<file path="config.mk">
export PLATFORM = sky130hd
export DESIGN_NAME = mem_stage
export DESIGN_NICKNAME = d
export VERILOG_FILES = /design/src/rtl/mem_stage_pkg.sv /design/src/rtl/load_align.sv /design/src/rtl/mem_stage.sv
export SDC_FILE = /design/constraint.sdc
export NUM_CORES = 1
export LEC_CHECK = 0
export CAP_MARGIN = 20
export CORE_MARGIN = 2
export CORE_UTILIZATION = 45
export DETAILED_ROUTE_END_ITERATION = 12
export PLACE_DENSITY = 0.86
export SYNTH_ARGS = -nofsm -noshare
export SYNTH_HDL_FRONTEND = slang
export SYNTH_SLANG_ARGS = --single-unit
</file>
<file path="constraint.sdc">
create_clock -name clk -period 3.6 [get_ports clk]
set_clock_uncertainty 0.1 [all_clocks]
set_input_delay 0.54 -clock clk [delete_from_list [all_inputs] [get_ports clk]]
set_output_delay 0.54 -clock clk [all_outputs]
set_load 0.05 [all_outputs]
</file>
<file path="src/rtl/mem_stage_pkg.sv">
// mem_stage_pkg: shared load/store codes, pipeline bus widths and field offsets.
package mem_stage_pkg;
  typedef enum logic [3:0] {
    LD_W  = 4'b0000,
    LD_B  = 4'b0001,
    LD_BU = 4'b0010,
    LD_H  = 4'b0011,
    LD_HU = 4'b0100
  } ld_st_t;
  localparam int EX_MEM_W = 139;
  localparam int MEM_WB_W = 70;
  localparam int MEM_ID_W = 39;
  localparam int EXB_PC = 107, EXB_RES_MEM = 106, EXB_RF_WE = 105, EXB_WADDR = 100;
  localparam int EXB_ALU = 68, EXB_RKD = 36, EXB_ADDR = 4, EXB_TYPE = 0;
  localparam int WBB_PC = 38, WBB_RF_WE = 37, WBB_WADDR = 32, WBB_RESULT = 0;
  localparam int IDB_RES_MEM = 38, IDB_RF_WE = 37, IDB_WADDR = 32, IDB_FWD = 0;
  typedef struct packed {
    logic [31:0] pc;
    logic        res_from_mem;
    logic        rf_we;
    logic [4:0]  rf_waddr;
    logic [31:0] alu_result;
    logic [31:0] rkd_value;
    logic [31:0] sram_addr;
    logic [3:0]  ld_st_type;
  } ex_mem_bus_t;
endpackage

</file>
<file path="src/rtl/load_align.sv">
// load_align: picks and extends the addressed byte/half/word from SRAM read data.
module load_align
  import mem_stage_pkg::*;
(
  input  logic [31:0] rdata_i,
  input  logic [1:0]  addr_i,
  input  logic [3:0]  ld_st_type_i,
  output logic [31:0] result_o
);
  logic [7:0]  byte_v;
  logic [15:0] half_v;
  always_comb begin
    byte_v   = rdata_i[{addr_i, 3'b000} +: 8];
    half_v   = addr_i[1] ? rdata_i[31:16] : rdata_i[15:0];
    result_o = ld_st_type_i == LD_B  ? {{24{byte_v[7]}}, byte_v} :
               ld_st_type_i == LD_BU ? {24'b0, byte_v} :
               ld_st_type_i == LD_H  ? {{16{half_v[15]}}, half_v} :
               ld_st_type_i == LD_HU ? {16'b0, half_v} : rdata_i;
  end
endmodule

</file>
<file path="src/rtl/mem_stage.sv">
// mem_stage: pipeline MEM stage; macro MEM_LOAD_FWD_EN forwards load data (not alu_result) to ID.
module mem_stage
  import mem_stage_pkg::*;
(
  input  logic                clk,
  input  logic                resetn,
  input  logic                ex_to_mem_valid,
  input  logic [EX_MEM_W-1:0] ex_to_mem_bus,
  output logic                mem_allowin,
  input  logic [31:0]         data_sram_rdata,
  input  logic                wb_allowin,
  output logic                mem_to_wb_valid,
  output logic [MEM_WB_W-1:0] mem_to_wb_bus,
  output logic [MEM_ID_W-1:0] mem_to_id_bus
);
  ex_mem_bus_t ex_q, ex_d;
  logic        valid_q, valid_d, fresh_q, fresh_d, take;
  logic [31:0] hold_q, hold_d, load_src, load_data, final_result, fwd_result;
  logic        unused_ok;
  assign mem_allowin     = ~valid_q | wb_allowin;
  assign mem_to_wb_valid = valid_q;
  assign take            = ex_to_mem_valid & mem_allowin;
  always_comb begin
    valid_d = mem_allowin ? ex_to_mem_valid : valid_q;
    ex_d    = take ? ex_mem_bus_t'(ex_to_mem_bus) : ex_q;
    fresh_d = take;
    hold_d  = fresh_q ? data_sram_rdata : hold_q;
  end
  always_ff @(posedge clk) begin
    if (!resetn) begin
      valid_q <= 1'b0;
      fresh_q <= 1'b0;
      hold_q  <= '0;
      ex_q    <= '0;
    end else begin
      valid_q <= valid_d;
      fresh_q <= fresh_d;
      hold_q  <= hold_d;
      ex_q    <= ex_d;
    end
  end
  // Raw SRAM data is only valid in the first occupancy cycle; stalls replay the held copy.
  assign load_src = fresh_q ? data_sram_rdata : hold_q;
  load_align u_load_align (
    .rdata_i      (load_src),
    .addr_i       (ex_q.sram_addr[1:0]),
    .ld_st_type_i (ex_q.ld_st_type),
    .result_o     (load_data)
  );
  assign final_result = ex_q.res_from_mem ? load_data : ex_q.alu_result;
`ifdef MEM_LOAD_FWD_EN
  assign fwd_result = final_result;
`else
  assign fwd_result = ex_q.alu_result;
`endif
  assign mem_to_wb_bus = {ex_q.pc, ex_q.rf_we, ex_q.rf_waddr, final_result};
  assign mem_to_id_bus = {ex_q.res_from_mem & valid_q, ex_q.rf_we & valid_q, ex_q.rf_waddr, fwd_result};
  assign unused_ok     = ^{ex_q.rkd_value, ex_q.sram_addr[31:2]};
endmodule

</file>
Word level (Yosys, flattened, before mapping)
Cells that the tools add are included.
- register bits: 111
- input port bits: 175
- output and inout bits: 111
- word-level logic and storage cells: 27
- equal/unequal tests: 4
- shift operators: 1
- muxes and demuxes: 7
- bitwise gates (word level): 5
- operator list (operator ; number):
    32-bit 2-to-1 mux ; 6
    32-bit by 6-bit indexed part select with 8-bit output ; 1
    16-bit 2-to-1 mux ; 1
    4-bit by 2-bit equality test with 1-bit output (second input constant) ; 2
    4-bit by 1-bit equality test with 1-bit output (second input constant) ; 1
    4-bit by 3-bit equality test with 1-bit output (second input constant) ; 1
    1-bit bitwise AND ; 3
    1-bit NOT ; 1
    1-bit bitwise OR ; 1

Logic depth before layout (Yosys ltp)
Gate-level depths: netlist of the first run.
- depth after elaboration: 7
- depth in mapped cells: 7
- depth with buffers taken out: 5

Modules after synthesis
A second synthesis of the first run with hierarchy kept.
- cells, all modules: 709
- area, all modules: 6515.0 um^2
- by module, submodules not included (module ; instances ; cells each ; area each (um^2) ; seq. area each (um^2)):
    mem_stage ; 1 ; 558 ; 5302.6 ; 2222.1
    load_align ; 1 ; 151 ; 1212.4 ; 0.0

Least setup slack after synthesis of the first run
Ideal clock, no wire load.
- path kind: register to output
- start point: reg ex_q[0] (netlist bit)
- end point: out mem_to_wb_bus[7]
- data arrival time: 2.244 ns
- data required time: 2.960 ns
- setup slack: 0.716 ns
- cell stages (with the launch flop): 7
- path buffers: 1
- path through: dfxtp_1 buf_6 or3b_4 a21oi_4 mux2_4 o221ai_2 a31oi_1
- word-level cells in the longest chain between the ends: 6
- elaborated cells on any way between the ends: 9
- classes of those cells: 4 x eq/ne; 5 x mux
- ends and longest elaborated chain (what ; line ; source):
    start: declaration ; mem_stage.sv:16 ; ex_mem_bus_t ex_q, ex_d;
    start signal: assignment ; mem_stage.sv:34 ; ex_q <= '0;
    start signal: assignment ; mem_stage.sv:39 ; ex_q <= ex_d;
    4-bit by 3-bit equality test with 1-bit output ; load_align.sv:18 ; ld_st_type_i == LD_HU ? {16'b0, half_v} : rdata_i;
    32-bit 2-to-1 mux ; load_align.sv:18 ;
    32-bit 2-to-1 mux ; load_align.sv:17 ; ld_st_type_i == LD_H ? {{16{half_v[15]}}, half_v} :
    32-bit 2-to-1 mux ; load_align.sv:16 ; ld_st_type_i == LD_BU ? {24'b0, byte_v} :
    32-bit 2-to-1 mux * ; load_align.sv:15 ; result_o = ld_st_type_i == LD_B ? {{24{byte_v[7]}}, byte_v} :
    32-bit 2-to-1 mux * ; mem_stage.sv:50 ; assign final_result = ex_q.res_from_mem ? load_data : ex_q.alu_result;
    end: declaration ; mem_stage.sv:13 ; output logic [MEM_WB_W-1:0] mem_to_wb_bus,
Every way passes the cells marked *; elsewhere a longest branch is shown, timed or not.

Final worst setup path of the first run
- start point: reg ex_q[5] (netlist bit)
- end point: out mem_to_wb_bus[17]
- word-level cells in the longest chain between the ends: 5
- elaborated cells on any way between the ends: 6
- classes of those cells: 1 x shift; 5 x mux
- ends and longest elaborated chain (what ; line):
    parallel branches: the longest is 3 deep, another holds 32-bit by 6-bit indexed part select with 8-bit output ; n/a
    32-bit 2-to-1 mux * ; load_align.sv:15
    32-bit 2-to-1 mux * ; mem_stage.sv:50
Every way passes the cells marked *.

==> metrics, run 1 <==
all-layer global routing usage=22.5%; Leakage=approximately 3.2 nW; register area share after synthesis=between 30% and 40%; number of setup buffers added after CTS=0; HPWL after DPL=11.9 mm; fin worst setup slack=around 0.39 ns; layout overhead on the synthesized area=38.4%; Cells after Synth=approximately 700; syn_area_per_cell=between 8 and 9 sq um; hold_buf cts=0; Yosys reg bits=around 110; hold crit path type=reg -> reg; Post-synth EDFFs=0; post-route clock period utilization=~89%; Slew headroom=49.1%; main combinational cell family by area after synthesis=simple AND/OR/NAND/NOR gates; Remaining Overflow, GRT=0; post-CTS sizing=0; count of cell types in the netlist=38; Post-Layout Cell Count=~1,000; Cell Area, Placed=~0.0080 sq mm; vias in the first global route=roughly 4,900; status=completed; ANT nets after route=0; Mapped Area=between 0.006 and 0.007 sq mm; DR vias/cell=approximately 5.1; CTS root buffer=clkbuf_16; core region area=0.0131 sq mm; first-pass GRT wire length=between 20 and 30 mm; Worst setup SP type=flop; ant diodes=0; post-synthesis mux area share=roughly 14%; RSZ-0062 raised after global routing=no; Clk Latency, worst-skew pair=between 0.3 and 0.4 ns; # Max-Cap Violations=0; H-tree levels=3; Achievable Freq=312 MHz; Num Clock Sinks=between 100 and 150; clock tree buffer depth=2; Post-Synth Adder-Cell Area=0%; total design power=about 3.4 mW; DRT iter0 DRCs=about 250; Final GP Congestion=around 0.87; CP required=approximately 3 ns; Place WS=roughly 0.41 ns; number of buffers created by CTS=9; Fin. Hold Viols=0; final hold slack=~0.36 ns; PwrDens=just over 400 mW/mm^2; worst slew pin tran=about 0.76 ns; total routed wirelength=between 15 and 20 mm; drt pass-1 iters=4; Routed WL per cell=~16 microns; critical setup path kind=reg -> out; row count=42; Starting Density=about 46%; CTS tree=done; Ports=roughly 290; xor/xnor cell area share of the yosys netlist=less than 1%; layout cells sized above 1=between 10% and 20%; ys async rst share=0%; CP endpoint kind=primary output; Post-Syn Nets=about 870; die area=0.0143 sq mm; Max FO, Critical Path=24; nets=approximately 990; Cells after DPL=between 900 and 1,000; DR vias=about 5,100; # setup viols final=0; fin util=between 60% and 70%; critical path arrival=around 2.6 ns; chip width=between 100 and 150 microns; Synth Area in Compound Gates=14.4%; Slew Limit Fails=0; TNS Setup=0 ns; largest net degree at the start of global routing=64; fin area=0.00832 sq mm; min cycle time layout=3.21 ns; Clock transition at path regs=roughly 0.070 ns; fillcell total=~1,100; initial antenna violation count=0; Post-Synth Simple-Gate Area=20.3%; top_reg_cell synth=dfxtp_1; peak supply drop=about 260 uV; Die Y=~120 microns; Port Buffers=roughly 220; Yosys warnings=0; # DRC=0
[kinds of logic (layout without fill, tap and decap cells)]
family	count (synthesis)	after routing
simple gates	279	279
buf+inv	127	252
compound gates	122	122
flops	111	111
mux	57	57
xor+xnor	1	1
[where the power goes]
part	switching (mW)	internal, mW
Sequential	0.0517	1.30
Combinational	0.539	0.415
Clock	0.453	0.648
Total	1.04	2.36
[flip-flops by register name (all words and copies together), names as in the netlist]
name             count
mem_to_wb_bus       33
ex_q                 7
mem_to_wb_valid      1
hold_q              32
mem_to_id_bus        5
fwd_result          32
fresh_q              1
[path summary, 6_finish.rpt]
check	from	endpoint	slack (ns)	cells after the start
setup reg to reg	mem_to_wb_valid	mem_to_wb_bus[46]	1.77	5
hold reg to reg	mem_to_wb_bus[65]	mem_to_wb_bus[65]	0.36	2
hold / removal	mem_to_wb_bus[65]	mem_to_wb_bus[65]	0.36	2
setup / recovery	ex_q[5]	mem_to_wb_bus[17]	0.39	5
[worst max-delay path, stage by stage (launching register included)]
cell and delay, ns:
dfxtp_1 0.67, mux2_2 0.46, mux2i_4 0.18, nand4_4 0.39, nand3_1 0.32, buf_12 0.17
[metal layers]
layer,up-vias,routed length [microns],share of wire (%),global-route usage [%]
li1,2492,-,-,-
met1,2378,6780,42,27.5
met2,171,7820,48,38.3
met3,22,1300,8.0,5.89
met4,0,311,1.9,8.24
met5,-,0,0,0
[synth_stat cells (all sizes together), types with 2 or more instances]
cell type / n / area share [%]
buf: 95 / 12
clkbuf: 30 / 1.9
mux4: 21 / 8.1
mux2: 3 / 0.62
nor2b: 34 / 3.5
nor2: 19 / 1.2
dfxtp: 111 / 37
mux2i: 33 / 5.7
a21boi: 79 / 9.9
a21oi: 2 / 0.54
and2: 3 / 0.31
nor3: 3 / 0.25
nand2: 194 / 12
a22oi: 7 / 0.87
o21ai: 31 / 2.6
nand2b: 2 / 0.21
inv: 2 / 0.12
nand3: 18 / 1.5
[cell type report]
type | instances | area, sq um | share of cell area [%]
multi-input cells | 459 | 2970 | 35.7
repair buffers | 234 | 2570 | 30.9
flip-flops and latches | 111 | 2220 | 26.7
clock buffers | 11 | 253 | 3.04
well taps | 176 | 220 | 2.65
clock inverters | 5 | 78.8 | 0.948
inverters | 2 | 7.51 | 0.0903
[cell usage in the layout (no fill, tap or decap), types with 3 or more instances in the layout]
| master | n |
|---|---|
| nand2_1 | 193 |
| clkdlybuf4s50_1 | 190 |
| dfxtp_1 | 110 |
| a21boi_0 | 78 |
| nor2b_1 | 34 |
| mux2i_1 | 32 |
| buf_12 | 27 |
| nor2_1 | 19 |
| o21ai_1 | 19 |
| nand3_1 | 18 |
| mux4_2 | 18 |
| buf_4 | 16 |
| o21ai_0 | 12 |
| clkbuf_16 | 9 |
| a22oi_1 | 7 |
| nor3_1 | 3 |
| mux4_1 | 3 |
Power figures use the tool's default switching activity.
==> inputs of run 2 (changes only) <==
Settings changed: TNS_END_PERCENT set to 20.
==> results of run 2 <==
Same layout as run 1: the final DEF is identical, and so are final timing and power.
